--- src/rtl/lcd_arbiter.sv ---
// Two-requester arbiter in front of an LCD_controller.
// Sends the power-up sequence, then serialises instructions and tracks the cursor.
module lcd_arbiter #(
  parameter int NUM_COLS = 16
) (
  input  logic       Clock_50,
  input  logic       Resetn,
  input  logic [1:0] Req,
  input  logic [8:0] Instr_0,
  input  logic [8:0] Instr_1,
  output logic [1:0] Ack,
  output logic [1:0] Grant,
  output logic       Init_done,
  output logic       LCD_start,
  output logic [8:0] LCD_instruction,
  input  logic       LCD_done,
  output logic [3:0] LCD_position,
  output logic       LCD_line
);

  typedef enum logic [2:0] {
    S_INIT_ISSUE,
    S_INIT_WAIT,
    S_IDLE,
    S_ISSUE,
    S_WAIT,
    S_WRAP_ISSUE,
    S_WRAP_WAIT,
    S_ACK
  } state_e;

  localparam logic [3:0] LAST_COL = 4'(NUM_COLS - 1);

  state_e     state_q;
  logic [2:0] idx_q;
  logic       start_q;
  logic [8:0] instr_q;
  logic [1:0] ack_q;
  logic [1:0] grant_q;
  logic       init_done_q;
  logic [3:0] pos_q;
  logic       line_q;
  logic       rr_q;
  logic       pick_d;

  function automatic logic [8:0] init_cmd(input logic [2:0] i);
    logic [8:0] c;
    case (i)
      3'd0:    c = 9'h038;
      3'd1:    c = 9'h00C;
      3'd2:    c = 9'h001;
      3'd3:    c = 9'h006;
      default: c = 9'h080;
    endcase
    return c;
  endfunction

  // Tie goes to whoever was not served last.
  assign pick_d = (Req == 2'b11) ? ~rr_q : Req[1];

  always_ff @(posedge Clock_50 or negedge Resetn) begin
    if (!Resetn) begin
      state_q     <= S_INIT_ISSUE;
      idx_q       <= 3'd0;
      start_q     <= 1'b0;
      instr_q     <= 9'h000;
      ack_q       <= 2'b00;
      grant_q     <= 2'b00;
      init_done_q <= 1'b0;
      pos_q       <= 4'd0;
      line_q      <= 1'b0;
      rr_q        <= 1'b1;
    end else begin
      ack_q <= 2'b00;
      case (state_q)
        S_INIT_ISSUE: begin
          instr_q <= init_cmd(idx_q);
          start_q <= 1'b1;
          state_q <= S_INIT_WAIT;
        end
        S_INIT_WAIT: begin
          if (start_q) begin
            start_q <= 1'b0;
          end else if (LCD_done) begin
            if (idx_q == 3'd4) begin
              init_done_q <= 1'b1;
              pos_q       <= 4'd0;
              line_q      <= 1'b0;
              state_q     <= S_IDLE;
            end else begin
              idx_q   <= idx_q + 3'd1;
              state_q <= S_INIT_ISSUE;
            end
          end
        end
        S_IDLE: begin
          if (Req != 2'b00) begin
            grant_q <= pick_d ? 2'b10 : 2'b01;
            instr_q <= pick_d ? Instr_1 : Instr_0;
            state_q <= S_ISSUE;
          end
        end
        S_ISSUE: begin
          start_q <= 1'b1;
          state_q <= S_WAIT;
        end
        S_WAIT: begin
          if (start_q) begin
            start_q <= 1'b0;
          end else if (LCD_done) begin
            ack_q   <= grant_q;
            state_q <= S_ACK;
            if (instr_q[8]) begin
              if (pos_q == LAST_COL) begin
                pos_q   <= 4'd0;
                line_q  <= ~line_q;
                ack_q   <= 2'b00;
                state_q <= S_WRAP_ISSUE;
              end else begin
                pos_q <= pos_q + 4'd1;
              end
            end else if (instr_q == 9'h001) begin
              pos_q  <= 4'd0;
              line_q <= 1'b0;
            end else if (instr_q[7]) begin
              line_q <= instr_q[6];
              pos_q  <= instr_q[3:0];
            end
          end
        end
        S_WRAP_ISSUE: begin
          instr_q <= line_q ? 9'h0C0 : 9'h080;
          start_q <= 1'b1;
          state_q <= S_WRAP_WAIT;
        end
        S_WRAP_WAIT: begin
          if (start_q) begin
            start_q <= 1'b0;
          end else if (LCD_done) begin
            ack_q   <= grant_q;
            state_q <= S_ACK;
          end
        end
        S_ACK: begin
          rr_q    <= grant_q[1];
          grant_q <= 2'b00;
          state_q <= S_IDLE;
        end
        default: state_q <= S_INIT_ISSUE;
      endcase
    end
  end

  assign Ack             = ack_q;
  assign Grant           = grant_q;
  assign Init_done       = init_done_q;
  assign LCD_start       = start_q;
  assign LCD_instruction = instr_q;
  assign LCD_position    = pos_q;
  assign LCD_line        = line_q;

endmodule
--- config.mk ---
export PLATFORM = sky130hd
export DESIGN_NAME = lcd_arbiter
export DESIGN_NICKNAME = d
export VERILOG_FILES = /design/src/rtl/lcd_arbiter.sv
export SDC_FILE = /design/constraint.sdc
export NUM_CORES = 1
export LEC_CHECK = 0
export BUFFER_PORTS_ARGS = -buffer_cell sky130_fd_sc_hd__buf_4
export CAP_MARGIN = 30
export CORE_MARGIN = 3
export CORE_UTILIZATION = 35
export DETAILED_ROUTE_END_ITERATION = 7
export GPL_TIMING_DRIVEN = 0
export PLACE_DENSITY_LB_ADDON = 0.2
export REMOVE_ABC_BUFFERS = 1
export SYNTH_ARGS = -nofsm -noshare
export SYNTH_HDL_FRONTEND = slang
export SYNTH_SLANG_ARGS = --single-unit
--- constraint.sdc ---
create_clock -name Clock_50 -period 4.2 [get_ports Clock_50]
set_input_delay 0.84 -clock Clock_50 [delete_from_list [all_inputs] [get_ports Clock_50]]
set_output_delay 0.84 -clock Clock_50 [all_outputs]
set_load 0.02 [all_outputs]
# After elaboration in Yosys (flattened, before gate mapping)
# Index checks and enable logic that the tools add are counted.
# word_totals
rom_bits	0
regBits	27
mem_bits_rw	0
latch_bits	0
out_inout_bits	20
n_memories	0
inputBits	23
word_cells	104
# classes
n_lt_le_gt_ge	0
n_bitwise	4
mul	0
n_reduce_logical	16
n_addsub	2
n_div	0
n_mux	48
shifts	0
n_eq_ne	24
# ops
op	count
$mux 4	9
$pmux 8 s4	1
$pmux 9 s3	1
$pmux 3 s8	1
$mux 2	11
$mux 3	7
$mux 9	2
$ne 2x2->1 const B	8
$eq 3x3->1 const B	5
$reduce_and 7->1	2
$eq 3x2->1 const B	4
$mux 1	10
$eq 9x1->1 const B	1
$pmux 2 s2	2
$pmux 4 s2	1
$reduce_and 4->1	2
$reduce_and 8->1	1
$reduce_bool 2->1	4
$mux 7	1
$eq 3x1->1 const B	2
$logic_not 3->1	2
$reduce_or 3->1	2
$add 4x1->4 const B	1
$eq 4x4->1 const B	1
other kinds (8)	13

# Logic depth before layout (Yosys ltp)
# depth
ltp_word	6
mapped_depth	7
depth_no_buf	7

# Worst setup path before layout
# No wires, ideal clock.
# synth_timing
kind	input to register
from	input Req[1]
to	register instr_q[0], in the netlist LCD_instruction[0]
setup_slack_ps	2017
stages	5
t_required_ps	4063
arrival_ps	2046
setup_time_ps	137
n_path_buf	1
path_cell_list	a21boi_0 clkbuf_1 mux2_2 a22oi_1 a21oi_1
# synth_via
elab_chain_cells	5
word_cells_on_any_way	8
classes_between	eq/ne (2); mux (4); reduce/logical (2)
# synth_rtl
item	line	rtl
start, declared	8	input logic [1:0] Req,
$eq 2x2->1	59	assign pick_d = (Req == 2'b11) ? ~rr_q : Req[1];
$mux 1	59	
$mux 9	99	instr_q <= pick_d ? Instr_1 : Instr_0;
$mux 9	97	if (Req != 2'b00) begin
$pmux 9 s3	75	case (state_q)
end signal, assigned	77	instr_q <= init_cmd(idx_q);
end signal, assigned	99	
end signal, assigned	132	instr_q <= line_q ? 9'h0C0 : 9'h080;
end, declared	37	logic [8:0] instr_q;
# Several ways; a longest one is shown, not always the timed one. The select of a mux whose other input is x is not followed.
# A chain may end at the register's enable or synchronous reset.

# Worst setup path after layout
# layout_timing
from	register state_q[2]
to	register pos_q[2], in the netlist LCD_position[2]
# layout_via
elab_chain_cells	3
word_cells_on_any_way	11
classes_between	eq/ne (8); mux (1); reduce/logical (2)
# layout_rtl
item	line	rtl
start, declared	34	state_e state_q;
start signal, assigned	63	state_q <= S_INIT_ISSUE;
start signal, assigned	79	state_q <= S_INIT_WAIT;
start signal, assigned	89	state_q <= S_IDLE;
$eq 3x3->1 or $eq 3x1->1 (tied branches)	75	
$ne 4x4->1 (no line) (tied with other cells)	n/a	
$reduce_and 7->1 (no line)	n/a	
end signal, assigned	120	pos_q <= pos_q + 4'd1;
end signal, assigned	127	pos_q <= instr_q[3:0];
end, declared	41	logic [3:0] pos_q;
# Several ways; a longest one is shown, not always the timed one.

==> results_dict.tcl <==
set metrics [dict create \
    clock_power_share_pct 10.1 \
    core_um2 4440 \
    fp.dieH_um 74.5 \
    end_kind "register" \
    hpwlAfterDp_um 2900 \
    relSlewSlack_pct 48.7 \
    ys_warn_count 0 \
    synth-async-reset-ratio_pct 100 \
    routedWlPerCell_um 14.2 \
    grt_pass1_wl_um 6520 \
    die_area_um2 5550 \
    fmax_mhz 408 \
    initial_core_util_pct 37.0 \
    seq_power_share_pct 38.1 \
    crit_arrival_ns 2.63 \
    cts_num_sinks 27 \
    critPathMaxStageDelay_ns 0.75 \
    ctsHoldBuffers 0 \
    cts_buffers 3 \
    fp-row-count 24 \
    grt_pass1_vias 1355 \
    hp-class "in2async" \
    final_antenna_net_count 0 \
    utilization_pct 45.8 \
    p_comb_share_pct 51.8 \
    gp_congestion 0.780 \
    dieWidth_um 74.5 \
    setup_viol 0 \
    cap_violations 0 \
    synthFlopType "dfrtp_1" \
    synth_edf_count 0 \
    grt-ovfl-total 0 \
    clk_pin_slew_ns 0.10 \
    yosysUniqueCellTypes 45 \
    cts-root-buf "clkbuf_8" \
    via_per_inst 5.22 \
    post-route-cell-area_um2 2030 \
    syn2layout_area_growth_pct 23.8 \
    tritoncts "built" \
    yosys_register_bits 27 \
    dpl_cell_area_um2 1990 \
    synthCells 182 \
    avgSynthCellArea_um2 9.03 \
    totalPowerFinal_w 0.00149 \
    tns_ns 0 \
    grt_usage_pct 15.2 \
    crit_buf_inv 0 \
    fillers 445 \
    irDropWorstVdd_uv 243 \
    worstMarginPinSlew_ns 0.767 \
    grt_setup_unrepaired "no" \
    crit_family "simple AND/OR/NAND/NOR gates" \
    drt_iter0_markers 39 \
    drt-total-wl_um 3850 \
    fin_ws_ns 1.75 \
    required_ns 4.37 \
    htree_levels 1 \
    crit_fanout 22 \
    multi_input_area_um2 882 \
    synth_area_um2 1640 \
    status "complete, no violations" \
    slowest_stage "dfrtp_1" \
    clk_latency_ns 0.28 \
    postCtsSetupRepairBufs 0 \
    hold_viol 0 \
    drive_gt1_share_pct 28.3 \
    seqCellArea_um2 677 \
    p_leak_nw 0.910 \
    drt_first_pass_iters 4 \
    ios 43 \
    period_needed_ns 2.45 \
    swShare_pct 47.3 \
    drv_slew 0 \
    cts_resized 0 \
    ys_seq_area_share_pct 41.2 \
    clock_path_buffers 2 \
    intPower_w 0.000786 \
    num_vias 1414 \
    path_cells "or3b_1, or3_4, o211ai_4, nor4_1, a211o_1" \
    period_share_pct 58.4 \
    grt_antenna_before_repair 0 \
    switching_power_w 0.000706 \
    portBuffers 42 \
    antennaDiodeCount 0 \
    pre_cts_ws_ns 1.69 \
    power.density_nw_per_um2 733 \
    crit_path_start_kind "register" \
    crit_type "reg2reg" \
    skew_ns 0.00616 \
    drc 0 \
    layout.nets 249 \
    grt_max_degree 28 \
]
[per-layer routing]
metal	part of all wire [%]	track usage, %
met4	0.99	3.56
met5	0	0
met2	47	23.7
met3	4.2	3.51
met1	48	21.5
[path summary, 6_finish.rpt]
check	from	end	slack [ns]	depth (start not counted)
setup reg to reg	state_q[2]	LCD_position[2]	1.75	5
max in group asynchronous	Resetn	rr_q	3.44	1
setup / recovery	state_q[2]	LCD_position[2]	1.75	5
min in group Clock_50	Init_done	Init_done	0.49	1
hold / removal	Resetn	Ack[1]	0.46	1
hold reg to reg	Init_done	Init_done	0.49	1
[cell usage after synthesis, types with 2 or more instances]
cell      count  share of area [%]
a21oi_1      11                3.4
a22oi_1       5                2.3
a31oi_1       3                1.1
clkbuf_1      7                1.6
dfrtp_1      26                 40
ha_1          6                4.6
inv_1        10                2.3
mux2_2       10                6.9
nand2_1      18                4.1
nand2b_1      4                1.5
nand3_1       5                1.5
nand3b_1      2               0.91
nor2_1       22                5.0
nor3_1        2               0.61
nor4_1        3                1.1
o21ai_0      13                4.0
o22ai_1       2               0.76
o31ai_1       4                1.8
or4_1         2               0.91
xnor2_1       2                1.1
[cell usage in the layout, fill, tap and decap left out, drive strengths merged, types with 2 or more instances in the layout]
| master | instances |
|---|---|
| buf | 43 |
| dfrtp | 26 |
| nor2 | 22 |
| nand2 | 18 |
| o21ai | 14 |
| a21oi | 11 |
| inv | 10 |
| mux2 | 10 |
| ha | 6 |
| nand3 | 5 |
| a22oi | 5 |
| nand2b | 4 |
| o31ai | 4 |
| nor4 | 3 |
| a31oi | 3 |
| clkbuf | 3 |
| o22ai | 2 |
| or4 | 2 |
| nor3 | 2 |
| xnor2 | 2 |
| nand3b | 2 |
[state kept, by name (all words and copies together) (netlist names), 2 cells and up]
register         cells
LCD_instruction      9
LCD_position         4
idx_q                3
state_q              3
Ack                  2
Grant                2
[stage by stage]
| step | hold WS (ns) | cells |
|---|---|---|
| global route | 0.473 | 271 |
| global placement | 0.467 | 266 |
| floorplan | 0.456 | 172 |
| CTS | 0.470 | 271 |
| detailed placement | 0.473 | 267 |
| finish | 0.458 | 271 |
[power by group through the flow]
stage	clock network (W)	logic [W]	registers (W)
floorplan	0	0.000429	0.000628
global placement	0	0.000770	0.000571
detailed placement	0	0.000779	0.000574
CTS	0.000158	0.000783	0.000569
global route	0.000170	0.000874	0.000598
finish	0.000151	0.000773	0.000568
[kinds of logic after synthesis]
kind of cell    Yosys count  share of synthesized area, %
simple gates             65                          20.0
flops                    27                          41.2
fa+ha+maj                 6                          4.57
buf+inv                  20                          5.10
mux                      11                          7.46
compound gates           50                          20.1
xor+xnor                  3                          1.60
[area by class of cell]
| type | count | share of cell area [%] |
|---|---|---|
| multi-input cells | 135 | 43.4 |
| well taps | 52 | 3.20 |
| inverters | 10 | 1.85 |
| clock inverters | 1 | 0.246 |
| flip-flops and latches | 27 | 33.3 |
| repair buffers | 43 | 16.1 |
| clock buffers | 3 | 2.03 |
(Power assumes the default switching activity.)
